## src/rtl/gt_wizard_pkg.sv

```systemverilog
// gt_wizard shared types and constants.
// Reset FSM states, loopback word bundle, K28.5 helper.
package gt_wizard_pkg;

  localparam int CNT_W = 16;
  localparam logic [7:0] K28_5 = 8'hBC;

  localparam int DEF_PLL_LOCK_CYCLES  = 64;
  localparam int DEF_GTRESET_CYCLES   = 16;
  localparam int DEF_RESETDONE_CYCLES = 8;
  localparam int DEF_VALID_CYCLES     = 4;
  localparam int DEF_DATA_ERR_TIMEOUT = 32;
  localparam int DEF_LOOPBACK_LATENCY = 4;

  typedef enum logic [2:0] {
    ST_PLL_WAIT,
    ST_GT_RESET,
    ST_WAIT_USERRDY,
    ST_WAIT_DONE,
    ST_WAIT_VALID,
    ST_DONE
  } rst_state_t;

  typedef struct packed {
    logic [15:0] data;
    logic [1:0]  k;
  } lb_word_t;

  function automatic logic is_comma(
    input logic [7:0] b,
    input logic       k
  );
    return k && (b == K28_5);
  endfunction

endpackage

```

## src/rtl/gt_wizard_if.sv

```systemverilog
// gt_wizard user datapath bundle.
// master = user logic, slave = wizard.
interface gt_wizard_if;
  logic [15:0] gt0_txdata_in;
  logic [1:0]  gt0_txcharisk_in;
  logic [15:0] gt0_rxdata_out;
  logic [1:0]  gt0_rxcharisk_out;
  logic        gt0_rxcommadet_out;
  logic        gt0_rxbyteisaligned_out;

  modport master (
    output gt0_txdata_in, gt0_txcharisk_in,
    input  gt0_rxdata_out, gt0_rxcharisk_out,
    input  gt0_rxcommadet_out,
    input  gt0_rxbyteisaligned_out
  );

  modport slave (
    input  gt0_txdata_in, gt0_txcharisk_in,
    output gt0_rxdata_out, gt0_rxcharisk_out,
    output gt0_rxcommadet_out,
    output gt0_rxbyteisaligned_out
  );
endinterface

```

## src/rtl/gt_wizard_rst_fsm.sv

```systemverilog
// Per-direction GT reset sequencer.
// HAS_DATA_VALID adds valid qualification and data-error re-reset.
module gt_wizard_rst_fsm
  import gt_wizard_pkg::*;
#(
  parameter int GTRESET_CYCLES   = DEF_GTRESET_CYCLES,
  parameter int RESETDONE_CYCLES = DEF_RESETDONE_CYCLES,
  parameter int VALID_CYCLES     = DEF_VALID_CYCLES,
  parameter int DATA_ERR_TIMEOUT = DEF_DATA_ERR_TIMEOUT,
  parameter bit HAS_DATA_VALID   = 1'b0
) (
  input  logic clk,
  input  logic rst_n,
  input  logic i_pll_lock,
  input  logic i_soft_reset,
  input  logic i_userrdy,
  input  logic i_data_valid,
  input  logic i_dont_reset,
  output logic o_resetdone,
  output logic o_fsm_done
);

  localparam logic [CNT_W-1:0] GR_L = CNT_W'(GTRESET_CYCLES - 1);
  localparam logic [CNT_W-1:0] RD_L = CNT_W'(RESETDONE_CYCLES - 1);
  localparam logic [CNT_W-1:0] VC_L = CNT_W'(VALID_CYCLES - 1);
  localparam logic [CNT_W-1:0] TO_L = CNT_W'(DATA_ERR_TIMEOUT - 1);

  rst_state_t       r_state, w_state_nxt;
  logic [CNT_W-1:0] r_cnt, w_cnt_nxt;
  logic [CNT_W-1:0] r_vcnt, w_vcnt_nxt;
  logic [CNT_W-1:0] r_ecnt, w_ecnt_nxt;
  logic             r_resetdone, w_resetdone_nxt;
  logic             r_done, w_done_nxt;

  always_ff @(posedge clk or negedge rst_n) begin
    if (!rst_n) begin
      r_state     <= ST_PLL_WAIT;
      r_cnt       <= '0;
      r_vcnt      <= '0;
      r_ecnt      <= '0;
      r_resetdone <= 1'b0;
      r_done      <= 1'b0;
    end else begin
      r_state     <= w_state_nxt;
      r_cnt       <= w_cnt_nxt;
      r_vcnt      <= w_vcnt_nxt;
      r_ecnt      <= w_ecnt_nxt;
      r_resetdone <= w_resetdone_nxt;
      r_done      <= w_done_nxt;
    end
  end

  always_comb begin
    w_state_nxt     = r_state;
    w_cnt_nxt       = r_cnt;
    w_vcnt_nxt      = r_vcnt;
    w_ecnt_nxt      = r_ecnt;
    w_resetdone_nxt = r_resetdone;
    w_done_nxt      = r_done;
    // Soft reset outranks every other transition, including data error.
    if (i_soft_reset && r_state != ST_PLL_WAIT) begin
      w_state_nxt     = ST_GT_RESET;
      w_cnt_nxt       = '0;
      w_vcnt_nxt      = '0;
      w_ecnt_nxt      = '0;
      w_resetdone_nxt = 1'b0;
      w_done_nxt      = 1'b0;
    end else begin
      unique case (r_state)
        ST_PLL_WAIT: begin
          if (i_pll_lock) begin
            w_state_nxt = ST_GT_RESET;
            w_cnt_nxt   = '0;
          end
        end
        ST_GT_RESET: begin
          if (r_cnt == GR_L) begin
            w_state_nxt = i_userrdy ? ST_WAIT_DONE
                                    : ST_WAIT_USERRDY;
            w_cnt_nxt   = '0;
          end else begin
            w_cnt_nxt = r_cnt + 1'b1;
          end
        end
        ST_WAIT_USERRDY: begin
          if (i_userrdy) begin
            w_state_nxt = ST_WAIT_DONE;
            w_cnt_nxt   = '0;
          end
        end
        ST_WAIT_DONE: begin
          // Leave one cycle after resetdone so done follows it.
          if (r_resetdone) begin
            if (HAS_DATA_VALID) begin
              w_state_nxt = ST_WAIT_VALID;
              w_vcnt_nxt  = CNT_W'(i_data_valid);
              w_ecnt_nxt  = CNT_W'(!i_data_valid);
            end else begin
              w_state_nxt = ST_DONE;
              w_done_nxt  = 1'b1;
            end
          end else if (r_cnt == RD_L) begin
            w_resetdone_nxt = 1'b1;
          end else begin
            w_cnt_nxt = r_cnt + 1'b1;
          end
        end
        ST_WAIT_VALID, ST_DONE: begin
          if (!i_data_valid) begin
            if (r_ecnt == TO_L && !i_dont_reset) begin
              w_state_nxt     = ST_GT_RESET;
              w_cnt_nxt       = '0;
              w_vcnt_nxt      = '0;
              w_ecnt_nxt      = '0;
              w_resetdone_nxt = 1'b0;
              w_done_nxt      = 1'b0;
            end else begin
              w_state_nxt = ST_WAIT_VALID;
              w_vcnt_nxt  = '0;
              w_done_nxt  = 1'b0;
              if (r_ecnt != TO_L)
                w_ecnt_nxt = r_ecnt + 1'b1;
            end
          end else begin
            w_ecnt_nxt = '0;
            if (r_state == ST_WAIT_VALID) begin
              if (r_vcnt == VC_L) begin
                w_state_nxt = ST_DONE;
                w_done_nxt  = 1'b1;
              end else begin
                w_vcnt_nxt = r_vcnt + 1'b1;
              end
            end
          end
        end
        default: w_state_nxt = ST_PLL_WAIT;
      endcase
    end
  end

  assign o_resetdone = r_resetdone;
  assign o_fsm_done  = r_done;

endmodule

```

## src/rtl/gt_wizard.sv

```systemverilog
// Single-lane GTP wizard model: PLL, TX/RX reset sequencing,
// near-end loopback datapath and K28.5 byte alignment.
module gt_wizard
  import gt_wizard_pkg::*;
#(
  parameter int PLL_LOCK_CYCLES  = DEF_PLL_LOCK_CYCLES,
  parameter int GTRESET_CYCLES   = DEF_GTRESET_CYCLES,
  parameter int RESETDONE_CYCLES = DEF_RESETDONE_CYCLES,
  parameter int VALID_CYCLES     = DEF_VALID_CYCLES,
  parameter int DATA_ERR_TIMEOUT = DEF_DATA_ERR_TIMEOUT,
  parameter int LOOPBACK_LATENCY = DEF_LOOPBACK_LATENCY
) (
  input  logic sysclk_in,
  input  logic rst_n_in,
  input  logic soft_reset_tx_in,
  input  logic soft_reset_rx_in,
  input  logic dont_reset_on_data_error_in,
  input  logic gt0_data_valid_in,
  input  logic gt0_txuserrdy_in,
  input  logic gt0_rxuserrdy_in,
  input  logic gt0_rxmcommaalignen_in,
  input  logic gt0_rxpcommaalignen_in,
  input  logic gt0_gtprxp_in,
  input  logic gt0_gtprxn_in,
  gt_wizard_if.slave gt0_dp,
  output logic gt0_txusrclk2_out,
  output logic gt0_rxusrclk2_out,
  output logic gt0_pll0lock_out,
  output logic gt0_txresetdone_out,
  output logic gt0_rxresetdone_out,
  output logic gt0_tx_fsm_reset_done_out,
  output logic gt0_rx_fsm_reset_done_out,
  output logic gt0_gtptxp_out,
  output logic gt0_gtptxn_out
);

  localparam logic [CNT_W-1:0] LOCK_L = CNT_W'(PLL_LOCK_CYCLES - 1);

  logic [CNT_W-1:0] r_pll_cnt;
  logic             r_pll_lock;
  logic             w_pll_lock_d;
  logic             w_txrd, w_rxrd;
  logic             w_unused;

  lb_word_t    r_pipe [LOOPBACK_LATENCY];
  lb_word_t    w_tx_word, w_cur, w_al;
  logic [7:0]  r_prev_hi;
  logic        r_prev_k1;
  logic        r_off;
  logic        w_com0, w_com1, w_flip;
  logic [15:0] r_rxdata;
  logic [1:0]  r_rxk;
  logic        r_commadet, r_aligned;

  assign w_unused = ^{gt0_gtprxp_in, gt0_gtprxn_in};

  // FSMs see lock on the same edge it registers.
  assign w_pll_lock_d = r_pll_lock | (r_pll_cnt == LOCK_L);

  always_ff @(posedge sysclk_in or negedge rst_n_in) begin
    if (!rst_n_in) begin
      r_pll_cnt  <= '0;
      r_pll_lock <= 1'b0;
    end else if (!r_pll_lock) begin
      r_pll_lock <= w_pll_lock_d;
      r_pll_cnt  <= r_pll_cnt + 1'b1;
    end
  end

  gt_wizard_rst_fsm #(
    .GTRESET_CYCLES  (GTRESET_CYCLES),
    .RESETDONE_CYCLES(RESETDONE_CYCLES),
    .VALID_CYCLES    (VALID_CYCLES),
    .DATA_ERR_TIMEOUT(DATA_ERR_TIMEOUT),
    .HAS_DATA_VALID  (1'b0)
  ) u_tx_fsm (
    .clk         (sysclk_in),
    .rst_n       (rst_n_in),
    .i_pll_lock  (w_pll_lock_d),
    .i_soft_reset(soft_reset_tx_in),
    .i_userrdy   (gt0_txuserrdy_in),
    .i_data_valid(1'b1),
    .i_dont_reset(1'b1),
    .o_resetdone (w_txrd),
    .o_fsm_done  (gt0_tx_fsm_reset_done_out)
  );

  gt_wizard_rst_fsm #(
    .GTRESET_CYCLES  (GTRESET_CYCLES),
    .RESETDONE_CYCLES(RESETDONE_CYCLES),
    .VALID_CYCLES    (VALID_CYCLES),
    .DATA_ERR_TIMEOUT(DATA_ERR_TIMEOUT),
    .HAS_DATA_VALID  (1'b1)
  ) u_rx_fsm (
    .clk         (sysclk_in),
    .rst_n       (rst_n_in),
    .i_pll_lock  (w_pll_lock_d),
    .i_soft_reset(soft_reset_rx_in),
    .i_userrdy   (gt0_rxuserrdy_in),
    .i_data_valid(gt0_data_valid_in),
    .i_dont_reset(dont_reset_on_data_error_in),
    .o_resetdone (w_rxrd),
    .o_fsm_done  (gt0_rx_fsm_reset_done_out)
  );

  always_comb begin
    w_tx_word = '0;
    if (w_txrd) begin
      w_tx_word.data = gt0_dp.gt0_txdata_in;
      w_tx_word.k    = gt0_dp.gt0_txcharisk_in;
    end
  end

  assign w_cur = r_pipe[LOOPBACK_LATENCY-1];

  always_comb begin
    w_al = w_cur;
    if (r_off) begin
      w_al.data = {w_cur.data[7:0], r_prev_hi};
      w_al.k    = {w_cur.k[0], r_prev_k1};
    end
  end

  assign w_com0 = is_comma(w_al.data[7:0], w_al.k[0]);
  assign w_com1 = is_comma(w_al.data[15:8], w_al.k[1]);
  assign w_flip = (gt0_rxmcommaalignen_in | gt0_rxpcommaalignen_in)
                & is_comma(w_cur.data[15:8], w_cur.k[1]);

  always_ff @(posedge sysclk_in or negedge rst_n_in) begin
    if (!rst_n_in) begin
      for (int i = 0; i < LOOPBACK_LATENCY; i++)
        r_pipe[i] <= '0;
      r_prev_hi  <= '0;
      r_prev_k1  <= 1'b0;
      r_off      <= 1'b0;
      r_rxdata   <= '0;
      r_rxk      <= '0;
      r_commadet <= 1'b0;
      r_aligned  <= 1'b0;
    end else begin
      r_pipe[0] <= w_tx_word;
      for (int i = 1; i < LOOPBACK_LATENCY; i++)
        r_pipe[i] <= r_pipe[i-1];
      r_prev_hi  <= w_cur.data[15:8];
      r_prev_k1  <= w_cur.k[1];
      r_off      <= r_off ^ w_flip;
      r_rxdata   <= w_rxrd ? w_al.data : '0;
      r_rxk      <= w_rxrd ? w_al.k : '0;
      r_commadet <= w_rxrd & (w_com0 | w_com1);
      if (w_flip || !w_rxrd)
        r_aligned <= 1'b0;
      else if (w_com0)
        r_aligned <= 1'b1;
    end
  end

  assign gt0_dp.gt0_rxdata_out          = r_rxdata;
  assign gt0_dp.gt0_rxcharisk_out       = r_rxk;
  assign gt0_dp.gt0_rxcommadet_out      = r_commadet;
  assign gt0_dp.gt0_rxbyteisaligned_out = r_aligned;

  assign gt0_txusrclk2_out   = sysclk_in;
  assign gt0_rxusrclk2_out   = sysclk_in;
  assign gt0_pll0lock_out    = r_pll_lock;
  assign gt0_txresetdone_out = w_txrd;
  assign gt0_rxresetdone_out = w_rxrd;
  assign gt0_gtptxp_out      = 1'b0;
  assign gt0_gtptxn_out      = 1'b1;

endmodule

```

## src/flat_wrapper.sv

```systemverilog
// flat-port wrapper written by rule: the top's interface ports become plain ports
module gt_wizard_flat import gt_wizard_pkg::*;
#(
  parameter int PLL_LOCK_CYCLES  = DEF_PLL_LOCK_CYCLES,
  parameter int GTRESET_CYCLES   = DEF_GTRESET_CYCLES,
  parameter int RESETDONE_CYCLES = DEF_RESETDONE_CYCLES,
  parameter int VALID_CYCLES     = DEF_VALID_CYCLES,
  parameter int DATA_ERR_TIMEOUT = DEF_DATA_ERR_TIMEOUT,
  parameter int LOOPBACK_LATENCY = DEF_LOOPBACK_LATENCY
)
  (sysclk_in, rst_n_in, soft_reset_tx_in, soft_reset_rx_in, dont_reset_on_data_error_in, gt0_data_valid_in, gt0_txuserrdy_in, gt0_rxuserrdy_in, gt0_rxmcommaalignen_in, gt0_rxpcommaalignen_in, gt0_gtprxp_in, gt0_gtprxn_in, gt0_txusrclk2_out, gt0_rxusrclk2_out, gt0_pll0lock_out, gt0_txresetdone_out, gt0_rxresetdone_out, gt0_tx_fsm_reset_done_out, gt0_rx_fsm_reset_done_out, gt0_gtptxp_out, gt0_gtptxn_out, gt0_dp_gt0_txdata_in, gt0_dp_gt0_txcharisk_in, gt0_dp_gt0_rxdata_out, gt0_dp_gt0_rxcharisk_out, gt0_dp_gt0_rxcommadet_out, gt0_dp_gt0_rxbyteisaligned_out);
  gt_wizard_if gt0_dp_i ();
  input  logic sysclk_in;
  input  logic rst_n_in;
  input  logic soft_reset_tx_in;
  input  logic soft_reset_rx_in;
  input  logic dont_reset_on_data_error_in;
  input  logic gt0_data_valid_in;
  input  logic gt0_txuserrdy_in;
  input  logic gt0_rxuserrdy_in;
  input  logic gt0_rxmcommaalignen_in;
  input  logic gt0_rxpcommaalignen_in;
  input  logic gt0_gtprxp_in;
  input  logic gt0_gtprxn_in;
  output logic gt0_txusrclk2_out;
  output logic gt0_rxusrclk2_out;
  output logic gt0_pll0lock_out;
  output logic gt0_txresetdone_out;
  output logic gt0_rxresetdone_out;
  output logic gt0_tx_fsm_reset_done_out;
  output logic gt0_rx_fsm_reset_done_out;
  output logic gt0_gtptxp_out;
  output logic gt0_gtptxn_out;
  input wire logic [$bits(gt0_dp_i.gt0_txdata_in)-1:0] gt0_dp_gt0_txdata_in;
  input wire logic [$bits(gt0_dp_i.gt0_txcharisk_in)-1:0] gt0_dp_gt0_txcharisk_in;
  output wire logic [$bits(gt0_dp_i.gt0_rxdata_out)-1:0] gt0_dp_gt0_rxdata_out;
  output wire logic [$bits(gt0_dp_i.gt0_rxcharisk_out)-1:0] gt0_dp_gt0_rxcharisk_out;
  output wire logic [$bits(gt0_dp_i.gt0_rxcommadet_out)-1:0] gt0_dp_gt0_rxcommadet_out;
  output wire logic [$bits(gt0_dp_i.gt0_rxbyteisaligned_out)-1:0] gt0_dp_gt0_rxbyteisaligned_out;
  assign gt0_dp_i.gt0_txdata_in = gt0_dp_gt0_txdata_in;
  assign gt0_dp_i.gt0_txcharisk_in = gt0_dp_gt0_txcharisk_in;
  assign gt0_dp_gt0_rxdata_out = gt0_dp_i.gt0_rxdata_out;
  assign gt0_dp_gt0_rxcharisk_out = gt0_dp_i.gt0_rxcharisk_out;
  assign gt0_dp_gt0_rxcommadet_out = gt0_dp_i.gt0_rxcommadet_out;
  assign gt0_dp_gt0_rxbyteisaligned_out = gt0_dp_i.gt0_rxbyteisaligned_out;
  gt_wizard #(.PLL_LOCK_CYCLES(PLL_LOCK_CYCLES), .GTRESET_CYCLES(GTRESET_CYCLES), .RESETDONE_CYCLES(RESETDONE_CYCLES), .VALID_CYCLES(VALID_CYCLES), .DATA_ERR_TIMEOUT(DATA_ERR_TIMEOUT), .LOOPBACK_LATENCY(LOOPBACK_LATENCY)) u_core (.sysclk_in(sysclk_in), .rst_n_in(rst_n_in), .soft_reset_tx_in(soft_reset_tx_in), .soft_reset_rx_in(soft_reset_rx_in), .dont_reset_on_data_error_in(dont_reset_on_data_error_in), .gt0_data_valid_in(gt0_data_valid_in), .gt0_txuserrdy_in(gt0_txuserrdy_in), .gt0_rxuserrdy_in(gt0_rxuserrdy_in), .gt0_rxmcommaalignen_in(gt0_rxmcommaalignen_in), .gt0_rxpcommaalignen_in(gt0_rxpcommaalignen_in), .gt0_gtprxp_in(gt0_gtprxp_in), .gt0_gtprxn_in(gt0_gtprxn_in), .gt0_dp(gt0_dp_i), .gt0_txusrclk2_out(gt0_txusrclk2_out), .gt0_rxusrclk2_out(gt0_rxusrclk2_out), .gt0_pll0lock_out(gt0_pll0lock_out), .gt0_txresetdone_out(gt0_txresetdone_out), .gt0_rxresetdone_out(gt0_rxresetdone_out), .gt0_tx_fsm_reset_done_out(gt0_tx_fsm_reset_done_out), .gt0_rx_fsm_reset_done_out(gt0_rx_fsm_reset_done_out), .gt0_gtptxp_out(gt0_gtptxp_out), .gt0_gtptxn_out(gt0_gtptxn_out));
endmodule
```

## config.mk

```make
export PLATFORM = sky130hd
export DESIGN_NAME = gt_wizard_flat
export DESIGN_NICKNAME = d
export VERILOG_FILES = /design/src/rtl/gt_wizard_pkg.sv /design/src/rtl/gt_wizard_if.sv /design/src/rtl/gt_wizard_rst_fsm.sv /design/src/rtl/gt_wizard.sv /design/src/flat_wrapper.sv
export SDC_FILE = /design/constraint.sdc
export NUM_CORES = 1
export LEC_CHECK = 0
export BUFFER_PORTS_ARGS = -buffer_cell sky130_fd_sc_hd__clkbuf_2
export CAP_MARGIN = 25
export CELL_PAD_IN_SITES_DETAIL_PLACEMENT = 1
export CELL_PAD_IN_SITES_GLOBAL_PLACEMENT = 2
export CORE_AREA = 2 2 149 151
export DETAILED_ROUTE_END_ITERATION = 7
export DIE_AREA = 0 0 151 153
export GPL_TIMING_DRIVEN = 0
export PLACE_DENSITY = 0.86
export SYNTH_ARGS = -nofsm -noshare
export SYNTH_HDL_FRONTEND = slang
export SYNTH_SLANG_ARGS = --single-unit
```

## constraint.sdc

```tcl
create_clock -name sysclk_in -period 7.2 [get_ports sysclk_in]
set_clock_uncertainty 0.05 [all_clocks]
set_input_delay 0.72 -clock sysclk_in [delete_from_list [all_inputs] [get_ports sysclk_in]]
set_output_delay 0.72 -clock sysclk_in [all_outputs]
set_load 0.02 [all_outputs]
```

==> results.md, run 1 <==
* Outcome: completed
* Crit Path Max Fanout at 2
* Final Wtd Congestion at 0.7842
* Share of layout cells above drive strength 1 at 0.1412
* Worst-path clk slew at 0.06 ns
* Via count at 6669
* Fin. max-slew vios at 0
* Hold Violations, Final at 0
* Initial Utilization at 0.4257
* Power Total at 2.989 mW
* Worst Setup SP: sysclk_in
* TritonCTS clock tree: built
* # Max-Cap Violations at 0
* Pwr/cell area at 277.9 nW/um2
* Final setup vio count at 0
* Core footprint at 21490 um2
* Yosys warns at 0
* Initial antenna violation count at 2
* DR vias/cell at 5.396
* GRT Total Usage at 0.1937
* Die Span Y at 153 um
* Hold Worst Slack at 0.1786 ns
* Ant. Diodes at 0
* FF-to-FF Start: u_core.u_rx_fsm.r_ecnt[0]
* Unrepaired setup endpoints after global routing: false
* Worst setup SP type: clock port
* Largest net degree at the start of global routing at 107
* Peak VDD IR at 0.0001403 V
* Final nets at 976
* Slew HR at 0.4345
* Number of synthesized flops with an enable pin at 0
* Unique masters post-synth at 65
* DRT Wirelength at 21210 um
* Die area at 23100 um2
* Critical path type: clock port to primary output
* CTS resizes at 0
* Post-Syn Nets at 893
* Input/output buffers at 53
* FILL cells at 2358
* Hold Crit Class: input pin to asynchronous set/reset pin
* Core Rows at 54
* Initial DRC count at 220
* # Post-CTS Setup Buffers at 0
* Setup crit end: gt0_txusrclk2_out
* ANT nets after route at 0
* Slew @ Worst Pin at 0.8411 ns
* Detail Placement HPWL at 14330 um
* Syn Inst Count at 857
* Io pins at 59
* DR DRC count at 0
* Vias in the first global route at 7176
* LEAKAGE at 4.764 nW
* Register area share after synthesis at 0.5718
* WP data required at 6.43 ns
* Area growth syn-to-layout at 17.62%
* Setup tns final at 0 ns
* Global-route wire length before repair at 36340 um
* Primary FF master, synth: dfrtp_1
* Reg-to-reg endpoint: u_core.u_rx_fsm.r_ecnt[11]
* Avg Synthesized Cell Area at 10.67 um2
* Worst r2r path cells at 9
* Drt pass-1 iters at 4
* CP endpoint kind: primary output
* Hold_buf cts at 0
* Asr flop ratio synth at 1.000
* Post-DR wirelength/cell at 17.16 um
* Die width at 151 um
* Synthesized flop and latch total at 209
* Mapped Area at 9146 um2
* Total gr overflow at 0
* Clk_lat worst skew at 0.62 ns
* Slack of the worst reg-to-reg path at 4.37 ns
* WP data arrival at 4.12 ns
==> report_power, final <==
part / switching [mW] / internal, mW / total [mW] / leakage (nW)
registers: 0.0216 / 1.20 / 1.22 / 2.89
clock network: 0.536 / 0.944 / 1.48 / 0.481
logic: 0.196 / 0.0941 / 0.290 / 1.39
total: 0.754 / 2.24 / 2.99 / 4.76
==> layout by cell type, fill, tap and decap left out, types with 9 or more instances in the layout <==
master,synthesis,final
a21oi_1,19,19
and2_1,22,22
and3_1,19,19
buf_2,9,9
clkbuf_1,18,19
clkbuf_16,0,27
clkbuf_2,0,52
dfrtp_1,209,209
inv_1,16,16
mux2i_1,19,19
nand2_1,57,57
nand2b_1,9,9
nand3_1,49,49
nand4_1,21,21
nor2_1,78,78
nor2b_1,35,35
nor3_1,25,25
nor4_1,20,20
o21ai_0,55,55
o31ai_1,32,32
xnor2_1,31,31
xor2_1,17,17
==> routing by layer <==
layer / vias up / share of wire / GRT usage
li1: 3198 / - / -
met1: 3337 / 0.46 / 0.2689
met2: 94 / 0.49 / 0.3121
met3: 38 / 0.036 / 0.03254
met4: 2 / 0.019 / 0.05919
met5: - / 0.00061 / 0
==> flip-flops by register name (all words and copies together) (netlist names), 2 cells and up <==
signal and cells:
u_core.u_tx_fsm.r_cnt 16, u_core.u_tx_fsm.r_vcnt 16, u_core.u_rx_fsm.r_state 3, u_core.u_rx_fsm.r_cnt 16, u_core.gt0_dp.gt0_rxdata_out 16, u_core.u_rx_fsm.r_ecnt 16, u_core.u_rx_fsm.r_vcnt 16, u_core.r_prev_hi 8
u_core.r_pipe 72, u_core.gt0_dp.gt0_rxcharisk_out 2, u_core.u_tx_fsm.r_state 3, u_core.r_pll_cnt 16
==> synth_stat cells (all sizes together), types with 2 or more instances <==
cell type  count  share of area
nor3          26          0.015
xor2          17          0.016
o31a           3         0.0029
nor4b          3         0.0036
or2            5         0.0034
and3          19          0.013
or3            4         0.0027
clkbuf        18         0.0074
inv           16         0.0066
buf           21          0.015
nor3b          4         0.0033
xnor2         31          0.030
ha             6         0.0082
conb           2        0.00082
a21oi         19          0.010
o31ai         32          0.026
nand3         49          0.027
and4           3         0.0029
nand2b         9         0.0062
nand3b         2         0.0016
o41a           2         0.0025
nand2         57          0.023
nand4         22          0.017
dfrtp        209           0.57
o41ai          2         0.0019
and2          22          0.015
nor2          78          0.032
a22o           2         0.0019
mux2i         19          0.021
and3b          4         0.0038
nor2b         35          0.024
nand4b         2         0.0019
a31oi          6         0.0041
nor4          23          0.020
or3b           2         0.0019
o21ai         62          0.034
a41oi          3         0.0029
o22ai          2         0.0014
==> critical path, stage by stage <==
cell and delay [ns]:
clkbuf_16 0.13, clkbuf_16 0.13, buf_4 0.12, clkbuf_2 0.14
==> worst min-delay path by stage <==
stage	from	to	slack, ns	cells after the start
3_5_place_dp	u_core.r_pipe[38]	u_core.r_pipe[20]	0.29	0
4_1_cts	rst_n_in	u_core.u_tx_fsm.r_vcnt[5]	0.20	1
6_report	rst_n_in	u_core.gt0_dp.gt0_rxdata_out[0]	0.18	1
5_1_grt	rst_n_in	u_core.gt0_dp.gt0_rxdata_out[0]	0.23	1
3_3_place_gp	u_core.r_pipe[22]	u_core.r_pipe[4]	0.28	0
2_1_floorplan	u_core.r_pipe[18]	u_core.r_pipe[0]	0.28	0
==> kinds of logic after synthesis <==
kind of cell               count (synthesis)  synth area share
DFF                                      209            0.5718
and+or+nand+nor                          370            0.2181
AOI/OAI and AO/OA                        146            0.1033
other                                      2         0.0008211
adders and majority gates                  7          0.009302
xor gates and xnor gates                  48           0.04596
muxes                                     20           0.02202
buffers and inverters                     55           0.02873
==> stage by stage <==
step / std cells / setup WS [ns] / util / area [um2]
3_3_place_gp: 1190 / 1.276 / 0.4543 / 9762
5_1_grt: 1236 / 2.298 / 0.5007 / 10760
3_5_place_dp: 1191 / 2.586 / 0.4560 / 9798
4_1_cts: 1236 / 2.304 / 0.5007 / 10760
6_report: 1236 / 2.310 / 0.5007 / 10760
2_1_floorplan: 857 / 2.696 / - / 9146
==> cell type report <==
class                      instances  area [um2]  share of cell area
sequential                       209        5230              0.4862
multi-input combinational        593        3654              0.3396
clock buffer                      32       716.9             0.06664
tap                              280       350.3             0.03257
timing repair buffer              52       291.5             0.02710
clock inverter                    15       252.7             0.02349
buffer                            39       202.7             0.01884
inverter                          16       60.06            0.005583
Power figures use the tool's default switching activity.
==> run 2, diff against run 1 <==
--- a/config.mk
+++ b/config.mk
@@ -9,11 +9,11 @@
 export CAP_MARGIN = 25
 export CELL_PAD_IN_SITES_DETAIL_PLACEMENT = 1
 export CELL_PAD_IN_SITES_GLOBAL_PLACEMENT = 2
-export CORE_AREA = 2 2 149 151
+export CORE_AREA = 2 2 155 157
 export DETAILED_ROUTE_END_ITERATION = 7
-export DIE_AREA = 0 0 151 153
+export DIE_AREA = 0 0 157 159
 export GPL_TIMING_DRIVEN = 0
-export PLACE_DENSITY = 0.86
+export PLACE_DENSITY = 0.81
 export SYNTH_ARGS = -nofsm -noshare
 export SYNTH_HDL_FRONTEND = slang
 export SYNTH_SLANG_ARGS = --single-unit
==> constraint.sdc (replaced) <==
create_clock -name sysclk_in -period 4.8 [get_ports sysclk_in]
set_clock_uncertainty 0.05 [all_clocks]
set_input_delay 0.48 -clock sysclk_in [delete_from_list [all_inputs] [get_ports sysclk_in]]
set_output_delay 0.48 -clock sysclk_in [all_outputs]
set_load 0.02 [all_outputs]
==> run 2 against run 1 <==
  * Cell count is 3.8% higher
  * Sequential cell count unchanged
  * Setup slack lost 0.95 ns
  * Power is 46% higher
  * Largest power group unchanged
  * Highest routed layer is now met4
==> results.md, run 2 (synthesis results as in run 1) <==
* CTS resizes at 0
* Slew HR at 0.3332
* Detail Placement HPWL at 14790 um
* ANT nets after route at 0
* Via count at 6736
* Initial antenna violation count at 0
* FILL cells at 2565
* GRT Total Usage at 0.1857
* Share of layout cells above drive strength 1 at 0.1390
* Max reg flops at 72
* DR vias/cell at 5.250
* Initial DRC count at 311
* Slew @ Worst Pin at 0.9917 ns
* CP endpoint kind: primary output
* Crit Path Max Fanout at 2
* Ant. Diodes at 0
* DRT Wirelength at 21970 um
* Critical path type: clock port to primary output
* Unrepaired setup endpoints after global routing: false
* Die Span Y at 159 um
* Io pins at 59
* Core footprint at 23190 um2
* Hold Crit Class: input pin to flop
* Reg with most FFs: u_core.r_pipe
* Max incr delay on CP at 0.14 ns
* Pwr/cell area at 401.4 nW/um2
* Clk_lat worst skew at 0.63 ns
* Commonest non-fill, non-tap cell in the layout: dfrtp_1
* Final nets at 985
* Initial Utilization at 0.3944
* WP data arrival at 2.91 ns
* Utilization after layout at 0.4676
* Vias in the first global route at 7328
* Input/output buffers at 53
* Area growth syn-to-layout at 18.56%
* # Max-Cap Violations at 0
* LEAKAGE at 4.782 nW
* Fin. max-slew vios at 0
* DR DRC count at 0
* Slowest CP cell: clkbuf_2
* Worst setup SP type: clock port
* Peak VDD IR at 0.0002994 V
* Total gr overflow at 0
* Largest net degree at the start of global routing at 98
* Post-DR wirelength/cell at 17.12 um
* WP data required at 4.27 ns
* CP dominant cell by count: clkbuf_16
* Crit path cell chain: clkbuf_16, clkbuf_16, buf_4, clkbuf_2
* Die area at 24960 um2
* Final cell count without fillers at 1283
* Hold Violations, Final at 0
* Worst-path clk slew at 0.06 ns
* TritonCTS clock tree: built
* Drt pass-1 iters at 4
* Final Wtd Congestion at 0.7528
* Core Rows at 56
* Outcome: completed
* Placed instance count at 1231
* Commonest cells after routing, fill and taps aside: dfrtp_1 (209), nor2_1 (78), nand2_1 (57)
* Global-route wire length before repair at 37730 um
* Die width at 157 um
* Final setup vio count at 0
[run 2: cell count changes in the layout (fill, tap and decap cells not counted), sizes merged]
cell	before	now
dlygate4sd3	0	7
clkbuf	101	105
bufinv	6	3
inv	19	16
clkinv	4	6
buf	22	23
[run 2: through the flow]
stage	total power [mW]	worst slack, ns	setup TNS (ns)	hold slack (ns)	area (um2)
3_5_place_dp	2.370	1.626	0	0.2862	9874
6_report	4.353	1.358	0	0.02934	10840
5_1_grt	4.560	1.335	0	0.002606	10840
2_1_floorplan	2.190	1.736	0	0.1344	9146
3_3_place_gp	2.358	-0.9185	-189.25	0.2823	9811
4_1_cts	4.422	1.350	0	0.0009959	10840
[run 2: worst max-delay path, delay by kind of cell]
| family | cells | cell delay, ns |
|---|---|---|
| buf+inv | 4 | 0.52 |
[run 2: metal layers]
layer,share of wire,GRT usage
met5,0,0
met4,0.020,0.05088
met3,0.033,0.03185
met2,0.47,0.2976
met1,0.47,0.2606
[run 2: what timing repair did]
| action | in CTS | in global routing |
|---|---|---|
| endpoints found under the hold margin | 24 | 0 |
| hold buffers | 7 | 0 |
| setup buffers | 0 | 0 |
[run 2: area by class of cell]
type | instances | area (um2) | area share
tap | 319 | 399.1 | 0.03681
clock inverter | 11 | 146.4 | 0.01350
inverter | 16 | 60.06 | 0.005538
buffer | 39 | 202.7 | 0.01869
timing repair buffer | 60 | 389.1 | 0.03588
sequential | 209 | 5230 | 0.4823
clock buffer | 36 | 763.2 | 0.07038
multi-input combinational | 593 | 3654 | 0.3369
[run 2: path summary, 6_finish.rpt]
check                           slack [ns]                          end                      start  cells past startpoint
worst max-delay path                  1.36            gt0_txusrclk2_out                  sysclk_in                      4
worst max register to register        1.88     u_core.u_tx_fsm.r_cnt[8]  u_core.u_tx_fsm.r_cnt[13]                      7
worst min register to register        0.29            u_core.r_pipe[30]          u_core.r_pipe[48]                      0
min in group asynchronous             0.22  u_core.u_tx_fsm.o_resetdone                   rst_n_in                      2
max in group asynchronous             3.34             u_core.r_pipe[9]                   rst_n_in                      4
worst min-delay path                  0.03            u_core.r_pipe[57]    gt0_dp_gt0_txdata_in[1]                      2
[run 2: power breakdown]
part / internal, mW / switching [mW] / leakage [nW] / total, mW
logic: 0.147 / 0.300 / 1.44 / 0.447
registers: 1.80 / 0.0326 / 2.89 / 1.83
clock network: 1.30 / 0.782 / 0.457 / 2.08
